**config.mk**
```make
export PLATFORM = sky130hd
export DESIGN_NAME = ahb_sram_bridge
export DESIGN_NICKNAME = d
export VERILOG_FILES = /design/src/rtl/ahb_sram_bridge.sv
export SDC_FILE = /design/constraint.sdc
export NUM_CORES = 1
export LEC_CHECK = 0
export BUFFER_PORTS_ARGS = -buffer_cell sky130_fd_sc_hd__buf_2
export CORE_ASPECT_RATIO = 1.25
export CORE_MARGIN = 2
export CORE_UTILIZATION = 38
export CTS_BUF_LIST = sky130_fd_sc_hd__clkbuf_4 sky130_fd_sc_hd__clkbuf_8
export DETAILED_ROUTE_END_ITERATION = 8
export SKIP_LAST_GASP = 1
export SYNTH_ARGS = -nofsm -noshare
export SYNTH_HDL_FRONTEND = slang
export SYNTH_SLANG_ARGS = --single-unit
```
**constraint.sdc**
```tcl
create_clock -name HCLK -period 3.73 [get_ports HCLK]
set_input_delay 0.1865 -clock HCLK [delete_from_list [all_inputs] [get_ports HCLK]]
set_output_delay 0.1865 -clock HCLK [all_outputs]
set_load 0.005 [all_outputs]
```
**src/rtl/ahb_sram_bridge.sv**
```systemverilog
// AHB-Lite slave bridging zero-wait-state bus transfers onto a single-port SRAM macro.
// Writes pass through a one-entry buffer; reads that hit the buffer get its bytes forwarded.
module ahb_sram_bridge #(
    parameter int AW = 16
) (
    input  logic          HCLK,
    input  logic          HRESET,
    input  logic          HSEL,
    input  logic          HREADY,
    input  logic [1:0]    HTRANS,
    input  logic [2:0]    HSIZE,
    input  logic          HWRITE,
    input  logic [AW-1:0] HADDR,
    input  logic [31:0]   HWDATA,
    output logic          HREADYOUT,
    output logic          HRESP,
    output logic [31:0]   HRDATA,
    input  logic [31:0]   SRAMRDATA,
    output logic [AW-3:0] SRAMADDR,
    output logic [3:0]    SRAMWEN,
    output logic [31:0]   SRAMWDATA,
    output logic          SRAMCS
);

    typedef enum logic [1:0] {
        ST_IDLE = 2'd0,
        ST_RD   = 2'd1,
        ST_WR   = 2'd2
    } state_t;

    function automatic logic [3:0] byte_mask(input logic [2:0] size, input logic [1:0] addr_lo);
        logic [3:0] mask;
        case (size)
            3'd0:    mask = 4'b0001 << addr_lo;
            3'd1:    mask = addr_lo[1] ? 4'b1100 : 4'b0011;
            default: mask = 4'b1111;
        endcase
        return mask;
    endfunction

    state_t        r_state;
    state_t        w_state_nxt;
    logic [AW-3:0] r_addr;
    logic [3:0]    r_mask;
    logic          r_buf_valid;
    logic [AW-3:0] r_buf_addr;
    logic [3:0]    r_buf_mask;
    logic [31:0]   r_buf_data;
    logic [AW-3:0] r_last_addr;
    logic [31:0]   r_last_wdata;

    logic          w_accept;
    logic          w_drain;
    logic          w_hit;
    logic          w_sram_cs;
    logic [3:0]    w_sram_wen;
    logic [AW-3:0] w_sram_addr;
    logic [31:0]   w_sram_wdata;
    logic [31:0]   w_rdata;

    assign w_accept  = HSEL && HREADY && ((HTRANS == 2'b10) || (HTRANS == 2'b11));
    assign HREADYOUT = 1'b1;
    assign HRESP     = 1'b0;
    assign HRDATA    = w_rdata;
    assign SRAMCS    = w_sram_cs;
    assign SRAMWEN   = w_sram_wen;
    assign SRAMADDR  = w_sram_addr;
    assign SRAMWDATA = w_sram_wdata;

    // Data-phase state register.
    always_ff @(posedge HCLK or posedge HRESET) begin
        if (HRESET) begin
            r_state <= ST_IDLE;
        end else begin
            r_state <= w_state_nxt;
        end
    end

    // Next data phase follows the type of the transfer accepted this cycle.
    always_comb begin
        w_state_nxt = ST_IDLE;
        if (w_accept) begin
            w_state_nxt = HWRITE ? ST_WR : ST_RD;
        end else begin
            w_state_nxt = ST_IDLE;
        end
    end

    // Address-phase capture of word address and byte lanes.
    always_ff @(posedge HCLK or posedge HRESET) begin
        if (HRESET) begin
            r_addr <= {(AW-2){1'b0}};
            r_mask <= 4'b0000;
        end else if (w_accept) begin
            r_addr <= HADDR[AW-1:2];
            r_mask <= byte_mask(HSIZE, HADDR[1:0]);
        end else begin
            r_addr <= r_addr;
            r_mask <= r_mask;
        end
    end

    // SRAM port arbitration: reads win, then the buffered write, else hold the bus.
    always_comb begin
        w_sram_cs    = 1'b0;
        w_sram_wen   = 4'b0000;
        w_sram_addr  = r_last_addr;
        w_sram_wdata = r_last_wdata;
        w_drain      = 1'b0;
        if (r_state == ST_RD) begin
            w_sram_cs   = 1'b1;
            w_sram_addr = r_addr;
        end else if (r_buf_valid) begin
            w_sram_cs    = 1'b1;
            w_sram_wen   = r_buf_mask;
            w_sram_addr  = r_buf_addr;
            w_sram_wdata = r_buf_data;
            w_drain      = 1'b1;
        end else begin
            w_sram_cs    = 1'b0;
            w_sram_wen   = 4'b0000;
            w_sram_addr  = r_last_addr;
            w_sram_wdata = r_last_wdata;
        end
    end

    // Holding registers so an idle SRAM port keeps its last address and data.
    always_ff @(posedge HCLK or posedge HRESET) begin
        if (HRESET) begin
            r_last_addr  <= {(AW-2){1'b0}};
            r_last_wdata <= 32'h0000_0000;
        end else begin
            r_last_addr  <= w_sram_addr;
            r_last_wdata <= w_sram_wdata;
        end
    end

    // Write buffer: a WR phase reloads it (even while draining), otherwise it empties on drain.
    always_ff @(posedge HCLK or posedge HRESET) begin
        if (HRESET) begin
            r_buf_valid <= 1'b0;
            r_buf_addr  <= {(AW-2){1'b0}};
            r_buf_mask  <= 4'b0000;
            r_buf_data  <= 32'h0000_0000;
        end else if (r_state == ST_WR) begin
            r_buf_valid <= 1'b1;
            r_buf_addr  <= r_addr;
            r_buf_mask  <= r_mask;
            r_buf_data  <= HWDATA;
        end else if (w_drain) begin
            r_buf_valid <= 1'b0;
        end else begin
            r_buf_valid <= r_buf_valid;
        end
    end

    assign w_hit = r_buf_valid && (r_buf_addr == r_addr);

    // Read data with per-byte forwarding from a still-pending buffered write.
    always_comb begin
        w_rdata = 32'h0000_0000;
        if (r_state == ST_RD) begin
            for (int i = 0; i < 4; i++) begin
                w_rdata[8*i +: 8] = (w_hit && r_buf_mask[i]) ? r_buf_data[8*i +: 8]
                                                              : SRAMRDATA[8*i +: 8];
            end
        end else begin
            w_rdata = 32'h0000_0000;
        end
    end

endmodule

```
==> results of run 1 <==
[worst max-delay path: cells and delay by family (launching register included)]
kind                      cells  cell delay [ps]
DFF                           1              410
and+or+nand+nor               2             1050
xor gates and xnor gates      1              360
buffers and inverters         1              140
muxes                         1              300
[cells in the mapped netlist]
library cell	n	area, um^2
sky130_fd_sc_hd__mux2i_1	46	460
sky130_fd_sc_hd__nor2b_1	2	12.5
sky130_fd_sc_hd__buf_6	4	45.0
sky130_fd_sc_hd__a21boi_0	2	15.0
sky130_fd_sc_hd__a21oi_1	1	5.00
sky130_fd_sc_hd__nand4_1	5	31.3
sky130_fd_sc_hd__conb_1	2	7.51
sky130_fd_sc_hd__clkbuf_1	9	33.8
sky130_fd_sc_hd__dfrtp_1	117	2930
sky130_fd_sc_hd__nor4_4	4	85.1
sky130_fd_sc_hd__and3_1	4	25.0
sky130_fd_sc_hd__mux2_2	30	338
sky130_fd_sc_hd__nand2b_1	3	18.8
sky130_fd_sc_hd__nand4_2	1	12.5
sky130_fd_sc_hd__nand4_4	2	42.5
sky130_fd_sc_hd__xnor2_2	1	16.3
sky130_fd_sc_hd__a21o_1	2	15.0
sky130_fd_sc_hd__mux2_1	67	754
sky130_fd_sc_hd__nor2_1	4	15.0
sky130_fd_sc_hd__o21ai_1	8	40.0
sky130_fd_sc_hd__buf_1	10	37.5
sky130_fd_sc_hd__xnor2_1	13	114
sky130_fd_sc_hd__o21ai_0	10	50.1
sky130_fd_sc_hd__nand2_1	81	304
sky130_fd_sc_hd__buf_4	2	15.0
sky130_fd_sc_hd__inv_1	3	11.3
sky130_fd_sc_hd__nand3_1	1	5.00
[cell families after synthesis]
family / after synthesis / synth area share, %
muxes: 143 / 28.6
DFF: 117 / 53.8
and+or+nand+nor: 107 / 10.1
buffers and inverters: 28 / 2.62
AOI/OAI and AO/OA: 23 / 2.30
xor gates and xnor gates: 14 / 2.39
other: 2 / 0.138
[per-layer routing]
layer | routed length [um] | global-route usage (%)
met1 | 5320 | 19.8
met5 | 0 | 0
met3 | 597 | 4.14
met2 | 6640 | 31.4
met4 | 189 | 7.22
[power by group through the flow]
stage	combinational [W]	clock [W]	sequential, W
after floorplan	0.000580	0	0.00181
after global placement	0.000905	0	0.00184
after detailed placement	0.000932	0	0.00187
after CTS	0.000974	0.00115	0.00184
after global routing	0.00105	0.00121	0.00189
final	0.000950	0.00111	0.00184
[worst max-delay path by stage]
| stage | from | end | depth (start not counted) |
|---|---|---|---|
| finish | r_buf_addr[3] | HRDATA[10] | 5 |
| global placement | r_buf_addr[11] | HRDATA[17] | 5 |
| detailed placement | r_addr[3] | HRDATA[2] | 5 |
| CTS | r_buf_addr[3] | HRDATA[2] | 5 |
| floorplan | HRESET | r_addr[0] | 1 |
| global route | r_addr[3] | HRDATA[2] | 5 |
[sequential cells by signal, summed over array words and instances, names as in the netlist]
register,count
r_buf_data,32
r_state,2
r_buf_addr,14
r_last_wdata,32
r_addr,14
r_buf_mask,4
r_buf_valid,1
r_last_addr,14
r_mask,4
[stage by stage]
stage	cell area (um^2)	util (%)	power [W]	worst slack (ps)	std cells
after detailed placement	6450	46.5	0.00280	1270	760
after global routing	7310	52.7	0.00416	670	840
after floorplan	5440	-	0.00239	443	434
after global placement	6450	46.5	0.00275	1330	760
final	7310	52.7	0.00390	855	840
after CTS	7310	52.7	0.00396	784	840
[cell usage in the layout (no fill, tap or decap), types with 2 or more instances in the layout]
cell type and count:
sky130_fd_sc_hd__a21boi_0 2, sky130_fd_sc_hd__a21o_1 2, sky130_fd_sc_hd__and3_1 4, sky130_fd_sc_hd__buf_2 171, sky130_fd_sc_hd__buf_4 4, sky130_fd_sc_hd__clkbuf_8 17, sky130_fd_sc_hd__clkinvlp_4 6, sky130_fd_sc_hd__conb_1 2
sky130_fd_sc_hd__dfrtp_1 117, sky130_fd_sc_hd__dlygate4sd3_1 48, sky130_fd_sc_hd__inv_1 2, sky130_fd_sc_hd__inv_6 6, sky130_fd_sc_hd__mux2_1 67, sky130_fd_sc_hd__mux2_2 30, sky130_fd_sc_hd__mux2i_1 46, sky130_fd_sc_hd__nand2_1 80
sky130_fd_sc_hd__nand2b_1 3, sky130_fd_sc_hd__nand4_1 5, sky130_fd_sc_hd__nand4_4 2, sky130_fd_sc_hd__nor2_1 4, sky130_fd_sc_hd__nor2b_4 2, sky130_fd_sc_hd__nor4_4 4, sky130_fd_sc_hd__o21ai_0 10, sky130_fd_sc_hd__o21ai_1 8
sky130_fd_sc_hd__xnor2_1 13
[final cells by class]
| type | instances | area, um^2 | share of cell area [%] |
|---|---|---|---|
| inverters | 3 | 13.8 | 0.188 |
| repair buffers | 224 | 1390 | 19.0 |
| clock inverters | 15 | 148 | 2.02 |
| flip-flops and latches | 117 | 2930 | 40.0 |
| multi-input cells | 289 | 2380 | 32.6 |
| clock buffers | 17 | 234 | 3.20 |
| well taps | 175 | 219 | 2.99 |
[what timing repair did]
action                                  CTS  global route
hold buffers                             48             0
endpoints found under the setup margin    0             0
endpoints found under the hold margin   110             0
==> results.rst, run 1 <==
.. list-table::
   :header-rows: 1

   * - Metric
     - Value
   * - Die boundary height
     - 138 um
   * - Average size of a mapped cell
     - 12.5 um^2
   * - Worst setup path category
     - reg -> out
   * - Ant diodes
     - 0
   * - Cell at the root of the clock tree
     - sky130_fd_sc_hd__clkbuf_8
   * - Global route total overflow
     - 0
   * - Clock network fraction of total power
     - roughly 28%
   * - Result of the run
     - completed
   * - Maximum vdd drop
     - between 200 and 300 uV
   * - Via/cell ratio
     - 4.83
   * - Max-cap violations
     - 0
   * - Slowest stage cell on the critical path
     - sky130_fd_sc_hd__nor4_4
   * - Largest net degree at the start of global routing
     - 65
   * - Max FO, Critical Path
     - 8
   * - Synth warnings
     - 0
   * - Count of routing violations after the opening detailed-route iteration
     - 142
   * - Number of storage elements in the synthesis netlist
     - 117
   * - Count of mapped cells out of synthesis
     - 434
   * - Number of pins exceeding their max-slew limit in the final report
     - 0
   * - Worst reg-to-reg path cell count
     - 3
   * - Startpoint type of the worst setup path
     - register
   * - Placer Congestion
     - 0.753
   * - R2r setup slk
     - 1730 ps
   * - Wire length of the first global-routing pass
     - 21100 um
   * - Fraction of the yosys area taken by sequential cells
     - 53.8%
   * - Combinational fraction of design power
     - 24.4%
   * - Number of cell rows
     - 48
   * - Number of port buffers
     - 171
   * - Filler cell count in the final layout
     - approximately 1.3k
   * - Fraction of the cycle the final worst path needs
     - 77.1%
   * - Post-layout minimum cycle time
     - around 2900 ps
   * - Clk_lat worst skew
     - 420 ps
   * - End of the worst hold path
     - r_mask[2]
   * - Number of buffers inserted by post-CTS setup repair
     - 0
   * - Global-route total usage across every layer
     - 17.4%
   * - Net switching power figure
     - 0.00121 W
   * - Worst-case clock buffer depth
     - 2
   * - Worst-case clock skew
     - 9.19 ps
   * - Slew at the pin closest to its max-slew limit
     - 1050 ps
   * - Accumulated negative setup slack
     - 0 ps
   * - Worst slew margin relative to its limit
     - 29.6%
   * - Layout cell share with drive strength beyond 1
     - 37.6%
   * - Critical Path Sink Type
     - primary output
   * - Leakage power total
     - 3.37 nW
   * - Number of remaining DRC errors
     - 0
   * - DP Wirelength
     - 8870 um
   * - RSZ-0062 raised after global routing
     - false
   * - Post_cts resized
     - 0
   * - Hold-critical path depth
     - 3
   * - Worst hold path type
     - in -> reg
   * - Worst hold slack after final layout
     - slightly above 100 ps
   * - Internal portion of total power
     - 0.00269 W
   * - Startpoint of the worst hold path
     - HADDR[1]
   * - Total Die Area
     - 15300 um^2
   * - I/O pin cnt
     - 175
   * - Worst path arrival time
     - around 2700 ps
   * - Number of distinct library cells after synthesis
     - 27
   * - Capture point of the worst reg-to-reg path
     - r_last_wdata[17]
   * - Largest incremental delay on the critical path
     - 750 ps
   * - Via count of the first global-routing pass
     - between 4k and 5k
   * - Area growth from synthesis to final layout
     - 34.5%
   * - Post-synth net total
     - 524
   * - Setup Viol. Count Final
     - 0
   * - Starting density of the core
     - approximately 39%
   * - Maximum clock rate
     - 0.348 GHz
   * - Level count of the clock H-tree
     - 4
   * - Routed Wire Length
     - 12700 um
   * - Antenna violations before repair
     - 0
   * - Clock-pin slew on the worst setup and hold paths
     - roughly 80 ps
   * - CTS buffer count
     - 17
   * - TritonCTS clock tree
     - done
   * - Detailed-route wire length per cell
     - 15.2 um
   * - Share of total power in sequential cells
     - a little under half
   * - Area of the core
     - 13900 um^2
   * - Power per unit of standard cell area
     - 533 nW/um^2
   * - Initial DRT Pass Iterations
     - 4
   * - Total number of vias
     - 4057
   * - Layout Nets
     - 742
   * - Required time of the worst setup path
     - 3540 ps
   * - CP Cell Sequence
     - xnor2_1 > nand4_2 > nor4_4 > mux2i_1 > buf_2
   * - Detail Route Antenna Nets
     - 0
   * - Hold violation count in the final report
     - 0
   * - RR Startpoint
     - r_buf_valid
   * - Horiz. Die Dim
     - 111 um
   * - Area of the mapped netlist
     - 5440 um^2
   * - Number of sinks handled by clock tree synthesis
     - 117
   * - Switching part of the total
     - 31.1%
No activity file was read; power rests on OpenSTA's default activity.
==> inputs of run 2 (changes only) <==
- ABC_AREA: not set -> 1
- clock period: 3.73 -> 2.64 ns (I/O delays scaled with it)
==> run 2 against run 1 <==
Compared with the run above: final area grew 2.1%; sequential share of layout area shrank 0.84 points; setup slack lost 610 ps; register-to-register slack lost 830 ps; cell count grew 19%; routed wire length grew 7.5%; critical path type unchanged; critical endpoint is now HRDATA[25].
==> results.rst, run 2 <==
.. list-table::
   :header-rows: 1

   * - Metric
     - Value
   * - Setup Viol. Count Final
     - 0
   * - Antenna violations before repair
     - 0
   * - Critical path buffer and inverter count
     - 2
   * - Fraction of the mapped netlist area in compound gates
     - 5.67%
   * - Worst reg-to-reg path cell count
     - 3
   * - Top cell family by delay on the critical path
     - simple AND/OR/NAND/NOR gates
   * - Number of remaining DRC errors
     - 0
   * - Worst slew margin relative to its limit
     - 40.0%
   * - Largest incremental delay on the critical path
     - 350 ps
   * - Maximum vdd drop
     - 457 uV
   * - Area of the core
     - between 10000 and 15000 um^2
   * - Starting density of the core
     - ~38%
   * - Global route total overflow
     - 0
   * - Clock-pin slew on the worst setup and hold paths
     - about 70 ps
   * - Post-synth net total
     - 677
   * - Met1 track demand over resource in global routing
     - roughly 22%
   * - Number of sinks handled by clock tree synthesis
     - 117
   * - Commonest cells in the synthesized netlist
     - sky130_fd_sc_hd__nand2_1 (129), sky130_fd_sc_hd__dfrtp_1 (117), sky130_fd_sc_hd__nor2_1 (93), sky130_fd_sc_hd__inv_1 (62), sky130_fd_sc_hd__mux2_2 (38)
   * - Hold violation count in the final report
     - 0
   * - Required time of the worst setup path
     - about 2500 ps
   * - Power per unit of standard cell area
     - roughly 750 nW/um^2
   * - Ant diodes
     - 0
   * - Met3 Use GR
     - around 4.3%
   * - Number of cell rows
     - 49
   * - CP Cell Sequence
     - inv_1 > nand2_1 > nand2_1 > nor2_1 > nand2_1 > nor2_4 > nand3_4 > nand2_1 > nand2_1 > nor2_1 > buf_2
   * - Number of storage elements in the synthesis netlist
     - about 120
   * - Via/cell ratio
     - 4.74
   * - Critical Path Sink Type
     - primary output
   * - Count of routing violations after the opening detailed-route iteration
     - 187
   * - Die boundary height
     - 138 um
   * - Detailed-route wire length per cell
     - 13.7 um
   * - Most crowded layer after global routing
     - met2
   * - Share of the core filled with cells in the final layout
     - 52.5%
   * - Max-cap violations
     - 0
   * - Accumulated negative setup slack
     - 0 ps
   * - Most common cell in the netlist
     - sky130_fd_sc_hd__nand2_1
   * - Post-synthesis adder-cell area fraction
     - 0%
   * - Initial DRT Pass Iterations
     - 6
   * - Worst path arrival time
     - 2260 ps
   * - Count of mapped cells out of synthesis
     - 587
   * - Hold-fix buffers, CTS
     - 51
   * - Detail Route Antenna Nets
     - 0
   * - Simple-Gate Fraction of Synth Area
     - between 10% and 20%
   * - Worst-case clock buffer depth
     - 2
   * - Result of the run
     - completed
   * - Wire length of the first global-routing pass
     - between 20000 and 25000 um
   * - Clk_lat worst skew
     - between 400 and 500 ps
   * - Number of flops mapped to enable cells by yosys
     - 0
   * - Number of pins exceeding their max-slew limit in the final report
     - 0
   * - Critical path depth
     - 11
   * - Layout Nets
     - 898
   * - Number of port buffers
     - 171
   * - Met2 GRT Util
     - a little under a third
   * - Predominant post-synthesis flop cell
     - sky130_fd_sc_hd__dfrtp_1
   * - Main combinational cell family by area after synthesis
     - simple AND/OR/NAND/NOR gates
   * - Placer Congestion
     - between 0.8 and 0.9
   * - Number of distinct library cells after synthesis
     - 24
   * - Fraction of the yosys area taken by sequential cells
     - between 50% and 60%
   * - Largest net degree at the start of global routing
     - 49
   * - Post-layout minimum cycle time
     - about 2400 ps
   * - I/O pin cnt
     - 175
   * - Post-synthesis share of cell area spent on xor and xnor gates
     - 0.160%
   * - Most frequent standard cell in the layout excluding fill and tap cells
     - sky130_fd_sc_hd__buf_2
   * - Hold-critical path depth
     - 3
   * - Top library cells by usage in the layout, fill and taps aside
     - sky130_fd_sc_hd__buf_2 (171), sky130_fd_sc_hd__nand2_1 (127), sky130_fd_sc_hd__dfrtp_1 (117)
   * - Layout cell share with drive strength beyond 1
     - between 30 and 40%
   * - Startpoint type of the worst setup path
     - register
   * - Via count of the first global-routing pass
     - 4681
   * - Maximum clock rate
     - ~0.42 GHz
   * - Library cell occupying the most area in the post-synthesis netlist
     - sky130_fd_sc_hd__dfrtp_1
   * - Max FO, Critical Path
     - 16
   * - Slowest stage cell on the critical path
     - sky130_fd_sc_hd__dfrtp_1
   * - Multiplexer share of the synthesized area
     - 13.4%
   * - Most numerous cell on the critical path
     - sky130_fd_sc_hd__nand2_1
   * - Top cells by area, synth
     - sky130_fd_sc_hd__dfrtp_1 (54%), sky130_fd_sc_hd__nand2_1 (8.9%), sky130_fd_sc_hd__mux2_2 (7.8%)
   * - Worst hold path type
     - in -> reg
   * - Registers with the most flip-flops
     - r_buf_data (32), r_last_wdata (32)
   * - Average size of a mapped cell
     - about 9.3 um^2
   * - DP Wirelength
     - between 9000 and 10000 um
   * - Number of buffers inserted by post-CTS setup repair
     - 0
   * - Worst setup path category
     - reg -> out
   * - Fraction of post-synthesis cell area in the top cell type by area
     - 53.5%
   * - Area growth from synthesis to final layout
     - 36.6%
   * - Fraction of the cycle the final worst path needs
     - between 90% and 100%
   * - CTS buffer count
     - 17
   * - Routed Wire Length
     - 13700 um
   * - Fraction of registers with async set/reset
     - between 90% and 100%
   * - Worst-case clock skew
     - 15.6 ps
   * - RSZ-0062 raised after global routing
     - false
   * - Post_cts resized
     - 0
   * - TritonCTS clock tree
     - done
   * - Area of the mapped netlist
     - 5470 um^2
   * - Level count of the clock H-tree
     - 4
   * - Leakage power total
     - 3.98 nW
   * - Horiz. Die Dim
     - approximately 110 um
   * - Total number of vias
     - ~4.7k
   * - Global-route total usage across every layer
     - 18.1%
   * - Cell at the root of the clock tree
     - sky130_fd_sc_hd__clkbuf_8
   * - Total Die Area
     - 15400 um^2
   * - Synth warnings
     - 0
   * - Slew at the pin closest to its max-slew limit
     - 897 ps
==> run 2: cell types whose count changed in the layout (fill, tap and decap cells not counted), sizes merged, moves of 13 or more <==
| cell | before | now |
|---|---|---|
| a21oi | 1 | 14 |
| xnor2 | 14 | 1 |
| mux2 | 97 | 65 |
| nand3 | 1 | 21 |
| nor2 | 4 | 95 |
| nand2 | 81 | 137 |
| mux2i | 46 | 0 |
| inv | 10 | 68 |
==> run 2: cell families (layout without fill, tap and decap cells) <==
logic type	Yosys count	after routing
xor+xnor	1	1
other cells	2	2
flops	117	117
compound gates	50	50
buf+inv	98	332
simple gates	254	254
mux	65	65
==> run 2: report_power, final <==
group / internal [W] / switching, W / total (W)
logic: 0.000635 / 0.000605 / 0.00124
clock network: 0.00116 / 0.000725 / 0.00188
registers: 0.00227 / 0.000230 / 0.00250
total: 0.00406 / 0.00156 / 0.00562
==> run 2: layout make-up <==
cell class / count / area, um^2
inverter: 69 / 263
clock buffer: 19 / 255
clock inverter: 13 / 205
sequential: 117 / 2930
timing repair buffer: 231 / 1460
tap: 178 / 223
fill: 1280 / 6750
multi-input combinational: 372 / 2140
==> run 2: layer usage <==
layer	part of all wire, %	wire, um	vias up
met1	42	5770	2235
met3	6.3	861	24
met2	49	6760	174
met5	0	0	-
met4	2.2	305	0
li1	-	-	2302
==> run 2: final timing paths <==
| check | startpoint | to | slack, ps |
|---|---|---|---|
| min reg2reg | r_last_wdata[24] | r_last_wdata[24] | 490 |
| max in group asynchronous | HRESET | r_last_wdata[21] | 1540 |
| min | HSIZE[1] | r_mask[0] | 60 |
| max reg2reg | r_state[1] | r_buf_valid | 900 |
| max | r_addr[3] | HRDATA[25] | 250 |
| min in group asynchronous | HRESET | r_last_wdata[22] | 420 |
==> run 2: through the flow <==
| step | instance area [um^2] | setup slack, ps | power (W) | cells | hold WS [ps] |
|---|---|---|---|---|---|
| CTS | 7470 | 192 | 0.00570 | 999 | 36.0 |
| detailed placement | 6500 | 687 | 0.00373 | 916 | 321 |
| floorplan | 5470 | 1080 | 0.00318 | 587 | 198 |
| global placement | 6500 | 691 | 0.00366 | 916 | 313 |
| global route | 7470 | 49.2 | 0.00596 | 999 | 47.5 |
| finish | 7470 | 248 | 0.00562 | 999 | 61.3 |
==> run 2: tightest hold or removal path, cell delays in order <==
cell and delay, ps:
sky130_fd_sc_hd__buf_2 90, sky130_fd_sc_hd__nor3_1 70, sky130_fd_sc_hd__a22oi_1 150
==> inputs of run 3 (changes only) <==
- PLACE_DENSITY: not set -> 0.64
==> run 3 against run 2 <==
Compared with the run above: sequential power is essentially flat; first-iteration DRC count fell by 20%; final area is 1.7% lower; critical endpoint is now HRDATA[11]; largest power group unchanged.
==> results.rst, run 3 (synthesis results as in run 2) <==
.. list-table::
   :header-rows: 1

   * - Metric
     - Value
   * - Cell at the root of the clock tree
     - sky130_fd_sc_hd__clkbuf_8
   * - Post-layout minimum cycle time
     - 2290 ps
   * - Horiz. Die Dim
     - 111 um
   * - R2r setup slk
     - 1050 ps
   * - Detail Route Antenna Nets
     - 0
   * - TritonCTS clock tree
     - done
   * - Total Die Area
     - 15400 um^2
   * - Worst hold path type
     - in -> reg
   * - RR Startpoint
     - r_state[1]
   * - Final Total Pwr
     - 0.00524 W
   * - Number of pins exceeding their max-slew limit in the final report
     - 0
   * - End of the worst hold path
     - r_mask[0]
   * - Clock-pin slew on the worst setup and hold paths
     - 70 ps
   * - Top cell family by delay on the critical path
     - simple AND/OR/NAND/NOR gates
   * - Worst reg-to-reg path cell count
     - 3
   * - Setup Viol. Count Final
     - 0
   * - Initial DRT Pass Iterations
     - 4
   * - Slowest stage cell on the critical path
     - sky130_fd_sc_hd__dfrtp_1
   * - Wire length of the first global-routing pass
     - 21900 um
   * - Worst path arrival time
     - approximately 2200 ps
   * - Clk_lat worst skew
     - around 430 ps
   * - Detailed-route wire length per cell
     - 13.1 um
   * - Power per unit of standard cell area
     - 713 nW/um^2
   * - Largest incremental delay on the critical path
     - roughly 530 ps
   * - Area taken by multi-input logic gates
     - 2140 um^2
   * - Worst-case clock skew
     - just over 8 ps
   * - Level count of the clock H-tree
     - 4
   * - Registers with the most flip-flops
     - r_buf_data (32), r_last_wdata (32)
   * - Most numerous cell on the critical path
     - sky130_fd_sc_hd__nand2_1
   * - Area growth from synthesis to final layout
     - 34.3%
   * - Number of cell rows
     - 49
   * - Layout Nets
     - approximately 890
   * - Worst setup path category
     - reg -> out
   * - Via count of the first global-routing pass
     - between 4k and 5k
   * - CTS buffer count
     - 17
   * - Hold-critical path depth
     - 4
   * - Critical path buffer and inverter count
     - 1
   * - Antenna violations before repair
     - 0
   * - Startpoint type of the worst setup path
     - register
   * - RSZ-0062 raised after global routing
     - false
   * - Largest net degree at the start of global routing
     - roughly 120
   * - Die boundary height
     - 138 um
   * - Number of sinks handled by clock tree synthesis
     - 117
   * - Layout Cells excl Fill
     - roughly 1000
   * - Starting density of the core
     - 38.5%
   * - Area of the core
     - 14200 um^2
   * - I/O pin cnt
     - 175
   * - Top library cells by usage in the layout, fill and taps aside
     - sky130_fd_sc_hd__buf_2 (171), sky130_fd_sc_hd__nand2_1 (127), sky130_fd_sc_hd__dfrtp_1 (117)
   * - Ant diodes
     - 0
   * - CP Cell Sequence
     - nand2_1 > nor2_1 > nand2_1 > nor2_4 > nand3_4 > nand2_1 > nand2_1 > nor2_1 > buf_2
   * - Storage element area
     - 2930 um^2
   * - Total number of vias
     - 4563
   * - Worst slew margin relative to its limit
     - between 50 and 60%
   * - Layout cell share with drive strength beyond 1
     - 33.4%
   * - Worst-case clock buffer depth
     - 2
   * - Required time of the worst setup path
     - between 2000 and 3000 ps
   * - Most crowded layer after global routing
     - met2
   * - Met2 GRT Util
     - 30.3%
   * - Number of remaining DRC errors
     - 0
   * - Hold violation count in the final report
     - 0
   * - Slew at the pin closest to its max-slew limit
     - 621 ps
   * - Max FO, Critical Path
     - 16
   * - Max-cap violations
     - 0
   * - Global-route total usage across every layer
     - 17.5%
   * - Result of the run
     - completed
   * - Routed Wire Length
     - 13100 um
   * - Capture point of the worst reg-to-reg path
     - r_buf_data[5]
   * - Startpoint of the worst hold path
     - HADDR[0]
   * - Global route total overflow
     - 0
   * - Number of placed instances, taps included
     - 914
   * - Leakage power total
     - 3.93 nW
   * - DP Wirelength
     - approximately 8500 um
   * - Via/cell ratio
     - 4.59
   * - Maximum clock rate
     - 0.436 GHz
   * - Maximum vdd drop
     - 361 uV
   * - Critical Path Sink Type
     - primary output
   * - Placer Congestion
     - 0.788
   * - Filler cell count in the final layout
     - 1321
   * - Met1 track demand over resource in global routing
     - 21.5%
   * - Most frequent standard cell in the layout excluding fill and tap cells
     - sky130_fd_sc_hd__buf_2
   * - Accumulated negative setup slack
     - 0 ps
   * - Count of routing violations after the opening detailed-route iteration
     - approximately 150
   * - Number of buffers inserted by post-CTS setup repair
     - 0
   * - Met3 Use GR
     - 4.60%
   * - Fraction of the cycle the final worst path needs
     - 86.9%
   * - Number of port buffers
     - 171
-- run 3: cell count changes in the layout (fill, tap and decap cells not counted) --
cell                            previous run  this run
sky130_fd_sc_hd__bufinv_16                 5         1
sky130_fd_sc_hd__clkbuf_4                  1         4
sky130_fd_sc_hd__buf_4                     7         5
sky130_fd_sc_hd__clkinv_2                  3         5
sky130_fd_sc_hd__dlygate4sd3_1            51        49
sky130_fd_sc_hd__clkbuf_8                 18        19
sky130_fd_sc_hd__clkinv_4                  2         1
sky130_fd_sc_hd__clkinvlp_4                4         3
-- run 3: area by class of cell --
class / count / area share (%)
tap: 178 / 3.03
clock inverter: 9 / 1.07
inverter: 69 / 3.58
timing repair buffer: 227 / 19.4
sequential: 117 / 39.9
clock buffer: 23 / 3.97
multi-input combinational: 372 / 29.1
-- run 3: how the worst max path moves through the flow --
| stage | startpoint | to | cells after the start |
|---|---|---|---|
| floorplan | HRESET | r_addr[0] | 1 |
| global placement | r_buf_valid | HRDATA[26] | 9 |
| detailed placement | r_buf_valid | HRDATA[26] | 9 |
| CTS | r_buf_valid | HRDATA[26] | 9 |
| global route | r_buf_addr[11] | HRDATA[17] | 11 |
| finish | r_buf_valid | HRDATA[11] | 9 |
-- run 3: metrics by stage --
step / hold WS (ps) / area, um^2 / util [%] / setup slack, ps
floorplan: 198 / 5470 / - / 1080
global placement: 300 / 6480 / 45.6 / 777
detailed placement: 304 / 6480 / 45.6 / 770
CTS: 3.88 / 7340 / 51.6 / 299
global route: 34.9 / 7340 / 51.6 / 59.8
finish: 18.4 / 7340 / 51.6 / 346
-- run 3: worst register-to-register path, cell delays in order, from the launching register on --
cell	delay [ps]
sky130_fd_sc_hd__dfrtp_1	410
sky130_fd_sc_hd__nand2_2	360
sky130_fd_sc_hd__buf_12	320
sky130_fd_sc_hd__mux2_2	390
-- run 3: metal layers --
metal,vias up,wire (um)
met1,2130,5690
met3,12,647
met4,0,175
met5,-,0
li1,2289,-
met2,132,6550
-- run 3: repair_timing --
action / in CTS / in global routing
hold buffers: 49 / 0
endpoints found under the hold margin: 169 / 0
gates resized for setup: 0 / 0
-- run 3: power breakdown --
| group | internal, W | leakage (nW) | switching [W] |
|---|---|---|---|
| registers | 0.00227 | 1.38 | 0.000226 |
| clock network | 0.000827 | 0.193 | 0.000685 |
| logic | 0.000630 | 2.36 | 0.000596 |
